<file path="src/rtl/fetch_pkg.sv">
// rtl/fetch_pkg.sv - shared state encodings and PCSelect codes for the fetch controller
package fetch_pkg;

  localparam int WORD_W = 16;

  typedef enum logic [2:0] {
    ST_IDLE      = 3'd0,
    ST_FETCH     = 3'd1,
    ST_ISSUE     = 3'd2,
    ST_HALT      = 3'd3,
    ST_LOAD_INIT = 3'd4,
    ST_LOAD      = 3'd5
  } state_e;

  localparam logic [1:0] PCSEL_INC1 = 2'b00;
  localparam logic [1:0] PCSEL_INC2 = 2'b01;
  localparam logic [1:0] PCSEL_JR   = 2'b10;
  localparam logic [1:0] PCSEL_BASE = 2'b11;

endpackage

</file>
<file path="src/rtl/fetch_controller_if.sv">
// rtl/fetch_controller_if.sv - fetch controller bus: decode handshake, program load stream, datapath controls
interface fetch_controller_if;
  import fetch_pkg::*;

  logic              start;
  logic [WORD_W-1:0] im_data;
  logic              dec_ready;
  logic              redirect;
  logic [1:0]        redirect_sel;
  logic              halt;
  logic              load_req;
  logic              load_valid;
  logic              load_last;
  logic [WORD_W-1:0] load_data;
  logic              load_ready;
  logic [WORD_W-1:0] ir;
  logic              ir_valid;
  logic              PCWrite;
  logic              IMWrite;
  logic [1:0]        PCSelect;
  logic [WORD_W-1:0] im_wdata;
  logic [2:0]        state_o;

  modport master (
    input  start, im_data, dec_ready, redirect, redirect_sel, halt,
           load_req, load_valid, load_last, load_data,
    output load_ready, ir, ir_valid, PCWrite, IMWrite, PCSelect, im_wdata, state_o
  );

  modport slave (
    output start, im_data, dec_ready, redirect, redirect_sel, halt,
           load_req, load_valid, load_last, load_data,
    input  load_ready, ir, ir_valid, PCWrite, IMWrite, PCSelect, im_wdata, state_o
  );

endinterface

</file>
<file path="src/rtl/fetch_controller.sv">
// rtl/fetch_controller.sv - instruction fetch sequencer with decode handshake and program-load mode
module fetch_controller
  import fetch_pkg::*;
(
  input  logic CLK,
  input  logic RST_N,
  fetch_controller_if.master bus
);

  state_e            state_q, state_d;
  logic [WORD_W-1:0] ir_q, ir_d;
  logic              irv_q, irv_d;

  logic              pc_write;
  logic              im_write;
  logic [1:0]        pc_sel;
  logic              load_ready;
  logic [WORD_W-1:0] im_wdata;

  always_ff @(posedge CLK or negedge RST_N) begin
    if (!RST_N) begin
      state_q <= ST_IDLE;
      ir_q    <= '0;
      irv_q   <= 1'b0;
    end else begin
      state_q <= state_d;
      ir_q    <= ir_d;
      irv_q   <= irv_d;
    end
  end

  // Datapath controls are pure decodes of state and inputs so a reset drops them at once.
  always_comb begin
    state_d    = state_q;
    ir_d       = ir_q;
    irv_d      = irv_q;
    pc_write   = 1'b0;
    im_write   = 1'b0;
    pc_sel     = PCSEL_INC1;
    load_ready = 1'b0;
    im_wdata   = '0;
    case (state_q)
      ST_IDLE, ST_HALT: begin
        if (bus.load_req) begin
          state_d = ST_LOAD_INIT;
        end else if (bus.start) begin
          state_d = ST_FETCH;
        end
      end
      ST_FETCH: begin
        ir_d    = bus.im_data;
        irv_d   = 1'b1;
        state_d = ST_ISSUE;
      end
      ST_ISSUE: begin
        if (bus.dec_ready) begin
          irv_d = 1'b0;
          if (bus.halt) begin
            state_d = ST_HALT;
          end else begin
            pc_write = 1'b1;
            pc_sel   = bus.redirect ? bus.redirect_sel : PCSEL_INC1;
            state_d  = ST_FETCH;
          end
        end
      end
      ST_LOAD_INIT: begin
        ir_d     = '0;
        pc_write = 1'b1;
        pc_sel   = PCSEL_BASE;
        state_d  = ST_LOAD;
      end
      ST_LOAD: begin
        load_ready = 1'b1;
        if (bus.load_valid) begin
          // Write lands at the current PC while the PC steps to the next slot.
          im_write = 1'b1;
          pc_write = 1'b1;
          pc_sel   = PCSEL_INC1;
          im_wdata = bus.load_data;
          if (bus.load_last) begin
            state_d = ST_IDLE;
          end
        end
      end
      default: begin
        state_d = ST_IDLE;
      end
    endcase
  end

  assign bus.ir         = ir_q;
  assign bus.ir_valid   = irv_q;
  assign bus.PCWrite    = pc_write;
  assign bus.IMWrite    = im_write;
  assign bus.PCSelect   = pc_sel;
  assign bus.load_ready = load_ready;
  assign bus.im_wdata   = im_wdata;
  assign bus.state_o    = state_q;

endmodule

</file>
<file path="src/flat_wrapper.sv">
// flat-port wrapper written by rule: the top's interface ports become plain ports
module fetch_controller_flat import fetch_pkg::*;
  (CLK, RST_N, bus_start, bus_im_data, bus_dec_ready, bus_redirect, bus_redirect_sel, bus_halt, bus_load_req, bus_load_valid, bus_load_last, bus_load_data, bus_load_ready, bus_ir, bus_ir_valid, bus_PCWrite, bus_IMWrite, bus_PCSelect, bus_im_wdata, bus_state_o);
  fetch_controller_if bus_i ();
  input  logic CLK;
  input  logic RST_N;
  input wire logic [$bits(bus_i.start)-1:0] bus_start;
  input wire logic [$bits(bus_i.im_data)-1:0] bus_im_data;
  input wire logic [$bits(bus_i.dec_ready)-1:0] bus_dec_ready;
  input wire logic [$bits(bus_i.redirect)-1:0] bus_redirect;
  input wire logic [$bits(bus_i.redirect_sel)-1:0] bus_redirect_sel;
  input wire logic [$bits(bus_i.halt)-1:0] bus_halt;
  input wire logic [$bits(bus_i.load_req)-1:0] bus_load_req;
  input wire logic [$bits(bus_i.load_valid)-1:0] bus_load_valid;
  input wire logic [$bits(bus_i.load_last)-1:0] bus_load_last;
  input wire logic [$bits(bus_i.load_data)-1:0] bus_load_data;
  output wire logic [$bits(bus_i.load_ready)-1:0] bus_load_ready;
  output wire logic [$bits(bus_i.ir)-1:0] bus_ir;
  output wire logic [$bits(bus_i.ir_valid)-1:0] bus_ir_valid;
  output wire logic [$bits(bus_i.PCWrite)-1:0] bus_PCWrite;
  output wire logic [$bits(bus_i.IMWrite)-1:0] bus_IMWrite;
  output wire logic [$bits(bus_i.PCSelect)-1:0] bus_PCSelect;
  output wire logic [$bits(bus_i.im_wdata)-1:0] bus_im_wdata;
  output wire logic [$bits(bus_i.state_o)-1:0] bus_state_o;
  assign bus_i.start = bus_start;
  assign bus_i.im_data = bus_im_data;
  assign bus_i.dec_ready = bus_dec_ready;
  assign bus_i.redirect = bus_redirect;
  assign bus_i.redirect_sel = bus_redirect_sel;
  assign bus_i.halt = bus_halt;
  assign bus_i.load_req = bus_load_req;
  assign bus_i.load_valid = bus_load_valid;
  assign bus_i.load_last = bus_load_last;
  assign bus_i.load_data = bus_load_data;
  assign bus_load_ready = bus_i.load_ready;
  assign bus_ir = bus_i.ir;
  assign bus_ir_valid = bus_i.ir_valid;
  assign bus_PCWrite = bus_i.PCWrite;
  assign bus_IMWrite = bus_i.IMWrite;
  assign bus_PCSelect = bus_i.PCSelect;
  assign bus_im_wdata = bus_i.im_wdata;
  assign bus_state_o = bus_i.state_o;
  fetch_controller u_core (.CLK(CLK), .RST_N(RST_N), .bus(bus_i));
endmodule
</file>
<file path="config.mk">
export PLATFORM = sky130hd
export DESIGN_NAME = fetch_controller_flat
export DESIGN_NICKNAME = d
export VERILOG_FILES = /design/src/rtl/fetch_pkg.sv /design/src/rtl/fetch_controller_if.sv /design/src/rtl/fetch_controller.sv /design/src/flat_wrapper.sv
export SDC_FILE = /design/constraint.sdc
export NUM_CORES = 1
export LEC_CHECK = 0
export CAP_MARGIN = 40
export CORE_UTILIZATION = 34
export DETAILED_ROUTE_END_ITERATION = 6
export GPL_TIMING_DRIVEN = 0
export PLACE_DENSITY = 0.79
export RECOVER_POWER = 50
export SKIP_CTS_REPAIR_TIMING = 1
export SYNTH_ARGS = -nofsm -noshare
export SYNTH_HDL_FRONTEND = slang
export SYNTH_SLANG_ARGS = --single-unit
</file>
<file path="constraint.sdc">
create_clock -name CLK -period 1.7 [get_ports CLK]
set_input_delay 0.34 -clock CLK [delete_from_list [all_inputs] [get_ports CLK]]
set_output_delay 0.34 -clock CLK [all_outputs]
set_load 0.05 [all_outputs]
</file>
# [Word-level counts from Yosys, hierarchy flattened]
# Cells that the tools add are included.
[classes] n_eq_ne=9 muxes=22 n_reduce_logical=6
[ops] operator="16-bit 2-to-1 mux" count=2
[ops] operator="16-bit one-hot mux with 2 select lines" count=1
[ops] operator="3-bit 2-to-1 mux" count=5
[ops] operator="3-bit one-hot mux with 5 select lines" count=1
[ops] operator="2-bit 2-to-1 mux" count=4
[ops] operator="3-bit by 2-bit equality test with 1-bit output, second input constant" count=2
[ops] operator="3-bit equality test, second input constant" count=2
[ops] operator="1-bit 2-to-1 mux" count=6
[ops] operator="2-bit != test, second input constant" count=3
[ops] operator="2-bit one-hot mux with 2 select lines" count=1
[ops] operator="4-bit AND reduction" count=1
[ops] operator="2-bit nonzero test" count=2
[ops] operator="3-bit by 1-bit equality test with 1-bit output, second input constant" count=1
[ops] operator="3-bit logical NOT" count=1
[ops] operator="3-bit != test, second input constant" count=1
[ops] operator="1-bit one-hot mux with 3 select lines" count=1
[ops] operator="1-bit one-hot mux with 2 select lines" count=1
[ops] operator="2-bit AND reduction" count=1
[ops] operator="2-bit OR reduction" count=1
[totals] register_bits=20 inputBits=43 output_inout_bits=41 word_cells=40

# [Depth between registers and ports, before layout]
[depth] ltp_word=4 ltp_mapped=6 depth_no_buf=3

# [Worst setup path before layout]
# Ideal clock, no wire load.
[synth_path] path_kind="reg-to-output" start="reg u_core.state_q[0] (netlist: u_core.bus.state_o[0])" end="out bus_load_ready" arrival_time_ns=2.231 t_required_ns=1.360 path_slack_ns=-0.871 stages_incl_launch_ff=5 path_buffers=2 cell_sequence="dfrtp_1 > buf_2 > inv_1 > clkbuf_1 > nor3_1"
[synth_between] elab_chain_len=2
[synth_rtl] item="start: declaration" line_no="fetch_controller.sv:10" text="state_e state_q, state_d;"
[synth_rtl] item="start signal: assignment" line_no="fetch_controller.sv:26" text="state_q <= state_d;"
[synth_rtl] item="3-bit equality test" line_no="fetch_controller.sv:42" text="case (state_q)"
[synth_rtl] item="1-bit 2-to-1 mux" line_no="fetch_controller.sv:42"
[synth_rtl] item="end: declaration" line_no="flat_wrapper.sv:17" text="output wire logic [$bits(bus_i.load_ready)-1:0] bus_load_ready;"
# Every way passes these cells.

# [Worst setup path after layout]
[layout_path] start="reg u_core.state_q[1] (netlist: u_core.bus.state_o[1])" end="out bus_im_wdata[6]"
[layout_between] elab_chain_len=2
[layout_rtl] item="3-bit equality test" line_no="fetch_controller.sv:42"
[layout_rtl] item="16-bit 2-to-1 mux" line_no="fetch_controller.sv:42"
[layout_rtl] item="end: declaration" line_no="flat_wrapper.sv:23" text="output wire logic [$bits(bus_i.im_wdata)-1:0] bus_im_wdata;"
# Every way passes these cells.

==> qor.txt <==
Status: complete, but fails checks
Failing checks: setup timing
Die width: 60.53 um
DP HPWL: 2905 um
Largest cells by area after synthesis: dfrtp_1 (43%), a22o_1 (11%), and2_4 (6.8%)
Count leader, synth: dfrtp_1
CTS Buffer Depth: 2
Peak Freq: 0.4930 GHz
PortBufs: 83
Share of cells above drive strength 1: 0.3440
CTS clk-pin slew, worst paths: 0.12 ns
Tmin final: 2.029 ns
Syn nets: 164
Final worst slack: -0.3285 ns
Antenna violations before repair: 0
Fin util: 0.7774
Routed WL: 4327 um
Number of synthesized flops with an enable pin: 0
CP max FO: 5
Reg-to-Reg Start: u_core.bus.state_o[2]
Largest net degree at the start of global routing: 18
Slowest CP cell: dfrtp_2
GRT Total Usage: 0.2073
Post-route ant nets: 0
Yosys top cell area share: 0.4296
GP Congestion: 0.7163
I/O pins: 84
Detailed Route Iter0 Violations: 28
Clk_lat worst skew: 0.32 ns
Routed WL per cell: 16.52 um
Max incr delay on CP: 0.45 ns
Antenna cell count: 0
Worst EP arrival: 1.69 ns
CP Capture Type: primary output
Hold Path Class: primary input to asynchronous set/reset pin
Final Hold Fails: 0
Asr flop ratio synth: 1.000
# nets final: 262
Initial Utilization: 0.3694
Setup-failing EPs final: 31
Type of origin of the critical path: register
Critical path depth in cells: 5
Worst-Margin Slew: 0.8998 ns
Die area: 3664 um2
# DRC: 0
Num CTS Buffers: 3
Clock Skews: 0.001986 ns
Yosys warns: 0
First-pass GRT wire length: 5678 um
Root Driver: clkbuf_4
Num rows: 20
Critical Path RT: 1.36 ns
Total power: 4.685 mW
Vias in the first global route: 1,236
Synthesis-to-finish area growth: 110.4%
Grt ovf: 0
Netlist Area Pre-Place: 1165 um2
Top Family by Delay on Critical Path: simple AND/OR/NAND/NOR gates
Pre-antenna DRT Iters: 4
Max-slew headroom: 0.4001
Slew Limit Fails: 0
Leakage dissipation: 1.293 nW
H-Tree Depth: 1
Number of max-cap violations: 0
Synthesized area per cell: 9.627 um2
Synth area leader: dfrtp_1
IR drop worst, VDD: 1.181 mV
WP buf/inv: 2
CTS tree: built
Power per standard cell area: 1911 nW/um2
Core footprint: 3153 um2
Share of synthesized area occupied by flip-flops and latches: 0.4296
Cell Chain, Critical Path: and2b_4, and3_4, clkbuf_16, and2_4, buf_8
Synth cell types: 29
TritonCTS Sinks: 20
R2r worst-path depth: 7
Crit. Startpoint: u_core.bus.state_o[1]
Seq cells post-synth: 20
RSZ-0062 raised after global routing: true
Top_reg_cell synth: dfrtp_1
DIE HEIGHT: 60.53 um
Via Count: 1,385
Synth top cells by count: dfrtp_1 (20), a22o_1 (14), nand2_1 (12)
Setup CP Type: register to primary output
Vias per cell: 5.286
Gate Count Post-Synth: 121
Period utilization: 1.193
==> registers in the layout, summed over array words and instances (netlist names) <==
register,cells
u_core.bus.ir_valid,1
u_core.bus.state_o,3
u_core.bus.ir,16
==> through the flow <==
step / cell area [um2] / TNS [ns] / setup slack (ns) / hold slack, ns / cells
2_1_floorplan: 1230 / -1.941 / -0.1498 / 0.04441 / 121
3_3_place_gp: 2116 / -15.65 / -0.8115 / 0.4945 / 248
3_5_place_dp: 2131 / -16.01 / -0.8325 / 0.5104 / 249
4_1_cts: 2183 / -23.25 / -1.025 / 0.2329 / 253
5_1_grt: 2451 / -8.637 / -0.3640 / 0.2872 / 262
6_report: 2451 / -7.065 / -0.3285 / 0.2756 / 262
==> layout make-up <==
cell class | count | area (um2)
Sequential cell | 20 | 504.2
Clock inverter | 1 | 30.03
Fill cell | 217 | 701.9
Tap cell | 44 | 55.05
Clock buffer | 3 | 22.52
Timing Repair Buffer | 93 | 1049
Multi-Input combinational cell | 89 | 681.9
Inverter | 2 | 12.51
Buffer | 10 | 96.34
==> metal layers <==
metal  vias up  track usage  part of all wire
met1       664       0.2322              0.35
met2        79       0.3940              0.52
met5         -            0                 0
met4         0      0.04870             0.017
li1        633            -                 -
met3         9      0.04904              0.11
==> kinds of logic after synthesis <==
kind of cell,count (synthesis),share of synthesized area
AND/OR/NAND/NOR,44,0.2331
AO/OA/AOI/OAI,44,0.2707
flip-flops,20,0.4296
buffers and inverters,13,0.06659
==> final timing paths <==
check	end	slack [ns]
worst min register to register	u_core.bus.ir[8]	0.53
max in group asynchronous	u_core.bus.state_o[2]	0.30
worst max-delay path	bus_im_wdata[6]	-0.33
min in group CLK	u_core.bus.ir[8]	0.53
worst min-delay path	u_core.bus.ir_valid	0.28
worst max register to register	u_core.bus.ir[2]	-0.20
==> power breakdown <==
group | leakage, nW | internal [mW] | switching (mW) | total (mW)
Combinational | 1.01 | 1.39 | 2.06 | 3.45
Clock | 0.0279 | 0.239 | 0.167 | 0.406
Sequential | 0.252 | 0.679 | 0.150 | 0.829
Total | 1.29 | 2.31 | 2.37 | 4.68
==> layout by cell type, fill, tap and decap left out, types with 2 or more instances in the layout <==
master,Yosys,layout
buf_2,5,2
a21oi_1,2,2
and2_2,0,4
dfrtp_2,0,3
clkdlybuf4s50_1,0,41
buf_6,3,12
o21ai_0,7,7
o21ai_1,5,4
a22oi_1,9,9
dlymetal6s2s_1,0,20
clkbuf_1,2,3
buf_12,0,2
and2_4,9,12
dfrtp_1,20,17
buf_8,0,13
nand2_1,12,12
and3_4,1,2
nor2_1,6,4
buf_4,0,6
a22o_1,14,14
nand2b_1,2,2
clkbuf_4,0,4
a31oi_4,0,2
nor2_4,1,3
No activity file was read; power rests on OpenSTA's default activity.
